## src/rtl/demux_led_seq_pkg.sv

```systemverilog
// Shared definitions for the LED demux sequencer.
// Contents: display mode encoding, bounce direction encoding.
package demux_led_seq_pkg;

    typedef enum logic [1:0] {
        MODE_MANUAL = 2'd0,
        MODE_CHASE  = 2'd1,
        MODE_BOUNCE = 2'd2,
        MODE_SCAN   = 2'd3
    } mode_t;

    localparam logic DIR_UP   = 1'b0;
    localparam logic DIR_DOWN = 1'b1;

endpackage

```

## src/rtl/dwell_counter.sv

```systemverilog
// Dwell counter: counts enabled cycles and reports when a position has been held
// for DWELL_TICKS accepted ticks.
// Ports:
//   i_Clk    - system clock
//   i_Rst_L  - synchronous active-low reset
//   i_Clear  - synchronous clear back to zero (mode change, non-dwelling modes)
//   i_Enable - one accepted tick
//   o_Wrap   - high in the cycle whose tick completes the dwell; the count
//              returns to zero on the same edge
module dwell_counter #(
    parameter int unsigned DWELL_TICKS = 2
) (
    input  logic i_Clk,
    input  logic i_Rst_L,
    input  logic i_Clear,
    input  logic i_Enable,
    output logic o_Wrap
);

    localparam int unsigned CntW = (DWELL_TICKS > 1) ? $clog2(DWELL_TICKS) : 1;
    localparam logic [CntW-1:0] CntMax = CntW'(DWELL_TICKS - 1);

    logic [CntW-1:0] r_Count;

    assign o_Wrap = i_Enable && (r_Count == CntMax);

    always_ff @(posedge i_Clk) begin
        if (!i_Rst_L || i_Clear) begin
            r_Count <= '0;
        end else if (i_Enable) begin
            r_Count <= o_Wrap ? '0 : r_Count + 1'b1;
        end
    end

endmodule

```

## src/rtl/demux_led_sequencer.sv

```systemverilog
// Sequencer driving the 1-to-4 LED demux select/data lines in four modes:
// MANUAL (switches), CHASE (0..3 ring), BOUNCE (0..3..0) and SCAN (fast
// rotation with blinking data). Tick normally comes from the LFSR done pulse.
// Ports:
//   i_Clk, i_Rst_L      - clock, synchronous active-low reset
//   i_Tick              - single-cycle step strobe
//   i_Mode_Next         - single-cycle pulse advancing the mode (wins over a tick)
//   i_Pause             - level, freezes position/dwell/direction/blink
//   i_Sel0, i_Sel1      - manual select switches
//   o_Sel0, o_Sel1      - demux select = current position
//   o_Data              - demux data bit
//   o_Mode              - current mode
//   o_Step              - one-cycle pulse after a CHASE/BOUNCE position advance
module demux_led_sequencer
    import demux_led_seq_pkg::*;
#(
    parameter int unsigned DWELL_TICKS = 2,
    parameter logic [1:0]  MODE_RESET  = 2'd0
) (
    input  logic       i_Clk,
    input  logic       i_Rst_L,
    input  logic       i_Tick,
    input  logic       i_Mode_Next,
    input  logic       i_Pause,
    input  logic       i_Sel0,
    input  logic       i_Sel1,
    output logic       o_Sel0,
    output logic       o_Sel1,
    output logic       o_Data,
    output logic [1:0] o_Mode,
    output logic       o_Step
);

    mode_t      r_Mode;
    logic [1:0] r_Pos;
    logic       r_Dir;
    logic       r_Blink;
    logic       r_Step;

    logic w_Accepted;
    logic w_Dwelling;
    logic w_Wrap;

    assign w_Accepted = i_Tick & ~i_Pause & ~i_Mode_Next;
    assign w_Dwelling = (r_Mode == MODE_CHASE) || (r_Mode == MODE_BOUNCE);

    // Dwell is only meaningful in CHASE/BOUNCE; hold it at zero elsewhere.
    dwell_counter #(
        .DWELL_TICKS (DWELL_TICKS)
    ) u_dwell (
        .i_Clk    (i_Clk),
        .i_Rst_L  (i_Rst_L),
        .i_Clear  (i_Mode_Next | ~w_Dwelling),
        .i_Enable (w_Accepted & w_Dwelling),
        .o_Wrap   (w_Wrap)
    );

    always_ff @(posedge i_Clk) begin
        if (!i_Rst_L) begin
            r_Mode  <= mode_t'(MODE_RESET);
            r_Pos   <= 2'd0;
            r_Dir   <= DIR_UP;
            r_Blink <= 1'b0;
            r_Step  <= 1'b0;
        end else if (i_Mode_Next) begin
            // Mode change wins over pause and drops any coincident tick.
            r_Mode  <= mode_t'(r_Mode + 2'd1);
            r_Pos   <= 2'd0;
            r_Dir   <= DIR_UP;
            r_Blink <= 1'b0;
            r_Step  <= 1'b0;
        end else begin
            r_Step <= 1'b0;
            if (!i_Pause) begin
                if (i_Tick) begin
                    r_Blink <= ~r_Blink;
                end
                unique case (r_Mode)
                    MODE_MANUAL: r_Pos <= {i_Sel1, i_Sel0};
                    MODE_CHASE: begin
                        if (w_Wrap) begin
                            r_Pos  <= r_Pos + 2'd1;
                            r_Step <= 1'b1;
                        end
                    end
                    MODE_BOUNCE: begin
                        if (w_Wrap) begin
                            r_Step <= 1'b1;
                            if (r_Dir == DIR_UP) begin
                                if (r_Pos == 2'd3) begin
                                    r_Pos <= 2'd2;
                                    r_Dir <= DIR_DOWN;
                                end else begin
                                    r_Pos <= r_Pos + 2'd1;
                                end
                            end else begin
                                if (r_Pos == 2'd0) begin
                                    r_Pos <= 2'd1;
                                    r_Dir <= DIR_UP;
                                end else begin
                                    r_Pos <= r_Pos - 2'd1;
                                end
                            end
                        end
                    end
                    MODE_SCAN: r_Pos <= r_Pos + 2'd1;
                endcase
            end
        end
    end

    assign o_Sel0 = r_Pos[0];
    assign o_Sel1 = r_Pos[1];
    assign o_Mode = r_Mode;
    assign o_Data = w_Dwelling ? 1'b1 : r_Blink;
    assign o_Step = r_Step;

endmodule

```

## config.mk

```make
export PLATFORM = sky130hd
export DESIGN_NAME = demux_led_sequencer
export DESIGN_NICKNAME = d
export VERILOG_FILES = /design/src/rtl/demux_led_seq_pkg.sv /design/src/rtl/dwell_counter.sv /design/src/rtl/demux_led_sequencer.sv
export SDC_FILE = /design/constraint.sdc
export NUM_CORES = 1
export LEC_CHECK = 0
export ABC_AREA = 1
export CAP_MARGIN = 15
export CORE_AREA = 4 4 41 43
export CTS_CLUSTER_SIZE = 16
export DETAILED_ROUTE_END_ITERATION = 8
export DIE_AREA = 0 0 45 47
export PLACE_DENSITY = 0.72
export SETUP_SLACK_MARGIN = 0.1
export SLEW_MARGIN = 0
export SYNTH_ARGS = -nofsm -noshare
export SYNTH_HDL_FRONTEND = slang
export SYNTH_SLANG_ARGS = --single-unit
```

## constraint.sdc

```tcl
create_clock -name i_Clk -period 3.9 [get_ports i_Clk]
set_input_delay 0.78 -clock i_Clk [delete_from_list [all_inputs] [get_ports i_Clk]]
set_output_delay 0.78 -clock i_Clk [all_outputs]
set_load 0.05 [all_outputs]
```

==> out/qor.csv <==
stage,metric,value,unit
floorplanning,num_rows,13,
clock_tree,clkTransAtPathRegs,50,ps
worst_setup_path,cp_num_buf_inv,3,
sta,fmax,0.366,GHz
worst_hold_path,hold_class,reg -> reg,
worst_setup_path,crit_slowest_cell,clkdlybuf4s50_1,
global_routing,grt_pass1_vias,477,
synth,yosysTopAreaCellShare,30.0,%
clock_tree,htree_levels,1,
floorplanning,start_util,41.1,%
synth,synth_mux_area_share,0,%
floorplanning,die-width,45,um
sta,rsz0062_at_grt,no,
sta,period_share,70.1,%
synth,yosysWarningCount,0,
pwr,power_density,315,nW/um2
floorplanning,core_area,1300,um2
worst_setup_path,cp.depth,5,
worst_setup_path,critPathMaxStageDelay,790,ps
floorplanning,num_io_pins,13,
sta,period_minus_slack,2730,ps
global_routing,grt_antenna_before_repair,0,
job,max_cap_viol_count,0,
worst_setup_path,crit_chain,"inv_1, ha_1, inv_2, nand2_1, clkdlybuf4s50_1",
pwr,p_total,219,uW
worst_hold_path,holdPathStages,2,
global_routing,grt.overflow.total,0,
synth,synth_adder_area_share,16.4,%
sta,finalSetupViolCount,0,
worst_setup_path,cp.arrival,1950,ps
detailed_routing,drt-initial-drc-count,7,
pwr,power_leakage,0.338,nW
global_routing,grt_max_degree,7,
detailed_routing,wl,1.09,mm
synth,synth-simple-area-share,33.5,%
sta,hold_viol,0,
sta,fin_setup_tns,0,ps
layout,drive_gt1_share,7.22,%
detailed_routing,ant_nets,0,
global_routing,grt_pass1_wl,1.88,mm
clock_tree,clk_path_buf_depth,2,
synth,avgSynthCellArea,6.52,um2
outcome,status,"complete, no violations",
pwr,vdd_ir_drop_max,0.177,mV
worst_setup_path,start_kind,register,
placed_design,hpwl,895,um
sta,tightest_slew,494,ps
clock_tree,postCtsSetupRepairBufs,0,
clock_tree,cts.sink_count,8,
layout,diodes,0,
worst_setup_path,worstPathMaxFanout,4,
sta,relSlewSlack,67.0,%
clock_tree,root_buffer,clkbuf_4,
detailed_routing,post_drt_via_cell_ratio,4.71,
detailed_routing,drc,0,
floorplanning,die_height,47,um
clock_tree,cts_tree,built,
synth,syn_inst,82,
sta,worst_slack,1170,ps
detailed_routing,first_pass_iters,4,
synth,ys_types,13,
synth,synthXorXnorAreaFrac,0,%
placed_design,place_ws,1440,ps
detailed_routing,vias,527,
clock_tree,cts_resized,0,
worst_setup_path,crit_required,3120,ps
synth,ys_ff_latch,8,
synth,ys_seq_area_share,30.0,%
floorplanning,die-area,2120,um2
synth,synth_top_family_by_area,simple AND/OR/NAND/NOR gates,
sta,slew_violations,0,
worst_setup_path,worstRegToRegCells,8,
synth,yosysTopAreaCell,dfxtp_1,
clock_tree,clkLatencyLatePin,250,ps
worst_setup_path,cp_top_family,buffers and inverters,
layout,syn2layout_area_growth,30.2,%
placed_design,routabilityCongestion,0.729,
worst_setup_path,path_class,reg -> out,
synth,postSynthNetCount,96,
synth,synth.area.top_cells,"dfxtp_1 (30%), ha_1 (16%), nand2_1 (15%)",
placed_design,port_buffers,12,
sta,fin_worst_skew,3.66,ps
worst_setup_path,cp-end-kind,primary output,
synth,synth_area,534,um2
clock_tree,cts_hold_buf,0,
layout,final_core_util,53.5,%
synth,synth-compound-area-share,8.90,%
detailed_routing,routedWlPerCell,9.75,um
layout,fin_nets,113,
global_routing,grtUsageTotal,12.8,%
clock_tree,numCtsBuffers,3,
-- worst paths after layout --
path / slack [ps] / end / start
hold / removal: 490 / r_Blink$_SDFFE_PP0N_ / r_Blink$_SDFFE_PP0N_
setup reg to reg: 2490 / r_Pos[0]$_SDFFE_PP0P_ / o_Mode[0]$_SDFFE_PN0P_
hold reg to reg: 490 / r_Blink$_SDFFE_PP0N_ / r_Blink$_SDFFE_PP0N_
setup / recovery: 1170 / o_Data / o_Mode[0]$_SDFFE_PN0P_
-- cells in the mapped netlist --
master and count:
o21ai_0 3, a21oi_1 5, nand3_1 6, inv_1 15
a21boi_1 1, nor2_1 11, nand4_1 1, ha_1 7
nor2_2 2, nand3_2 1, inv_2 1, nand2_1 21
dfxtp_1 8
-- sequential cells by signal, summed over array words and instances, names as in the netlist --
signal           count
o_Mode               2
r_Pos                2
o_Step               1
r_Blink              1
r_Dir                1
u_dwell.r_Count      1
-- cell families after synthesis --
group,Yosys count
and+or+nand+nor,42
buffers and inverters,16
AOI/OAI and AO/OA,9
DFF,8
adders and majority gates,7
-- layout make-up --
| cell class | instances | area, um2 |
|---|---|---|
| fill | 136 | 606 |
| multi-input combinational | 58 | 314 |
| sequential | 8 | 160 |
| timing repair buffer | 12 | 120 |
| inverter | 16 | 60.1 |
| clock buffer | 3 | 22.5 |
| tap | 15 | 18.8 |
-- per-stage QoR --
stage	std cells	cell area (um2)	hold WS (ps)
5_1_grt	112	696	536
4_1_cts	112	696	504
3_5_place_dp	109	673	482
3_3_place_gp	109	673	481
6_report	112	696	492
2_1_floorplan	82	534	444
-- power breakdown --
| part | total [mW] | internal (mW) | leakage, nW | switching (mW) |
|---|---|---|---|---|
| logic | 0.0681 | 0.0258 | 0.259 | 0.0424 |
| registers | 0.0888 | 0.0852 | 0.0653 | 0.00364 |
| clock network | 0.0623 | 0.0351 | 0.0138 | 0.0272 |
-- layer usage --
layer	up-vias	share of wire [%]	global-route usage, %
li1	284	-	-
met3	2	6.1	4.98
met1	228	46	13.8
met2	13	45	20.9
met4	0	2.3	8.77
met5	-	0	0
-- worst reg2reg max path: stages (launching register included) --
cell and delay, ps:
dfxtp_1 380, inv_1 110, ha_1 320, inv_2 50, nor2_2 120, nand3_2 130
nand3_1 90, nand2_1 50, a21oi_1 100
-- cell usage in the layout (no fill, tap or decap), drive strengths merged --
cell type	netlist	final
ha	7	7
nor2	13	13
clkdlybuf4s50	0	12
nand4	1	1
inv	16	16
nand2	21	21
clkbuf	0	3
nand3	7	7
dfxtp	8	8
o21ai	3	3
a21oi	5	5
a21boi	1	1
Note: power is estimated with default switching activity, not from simulation.
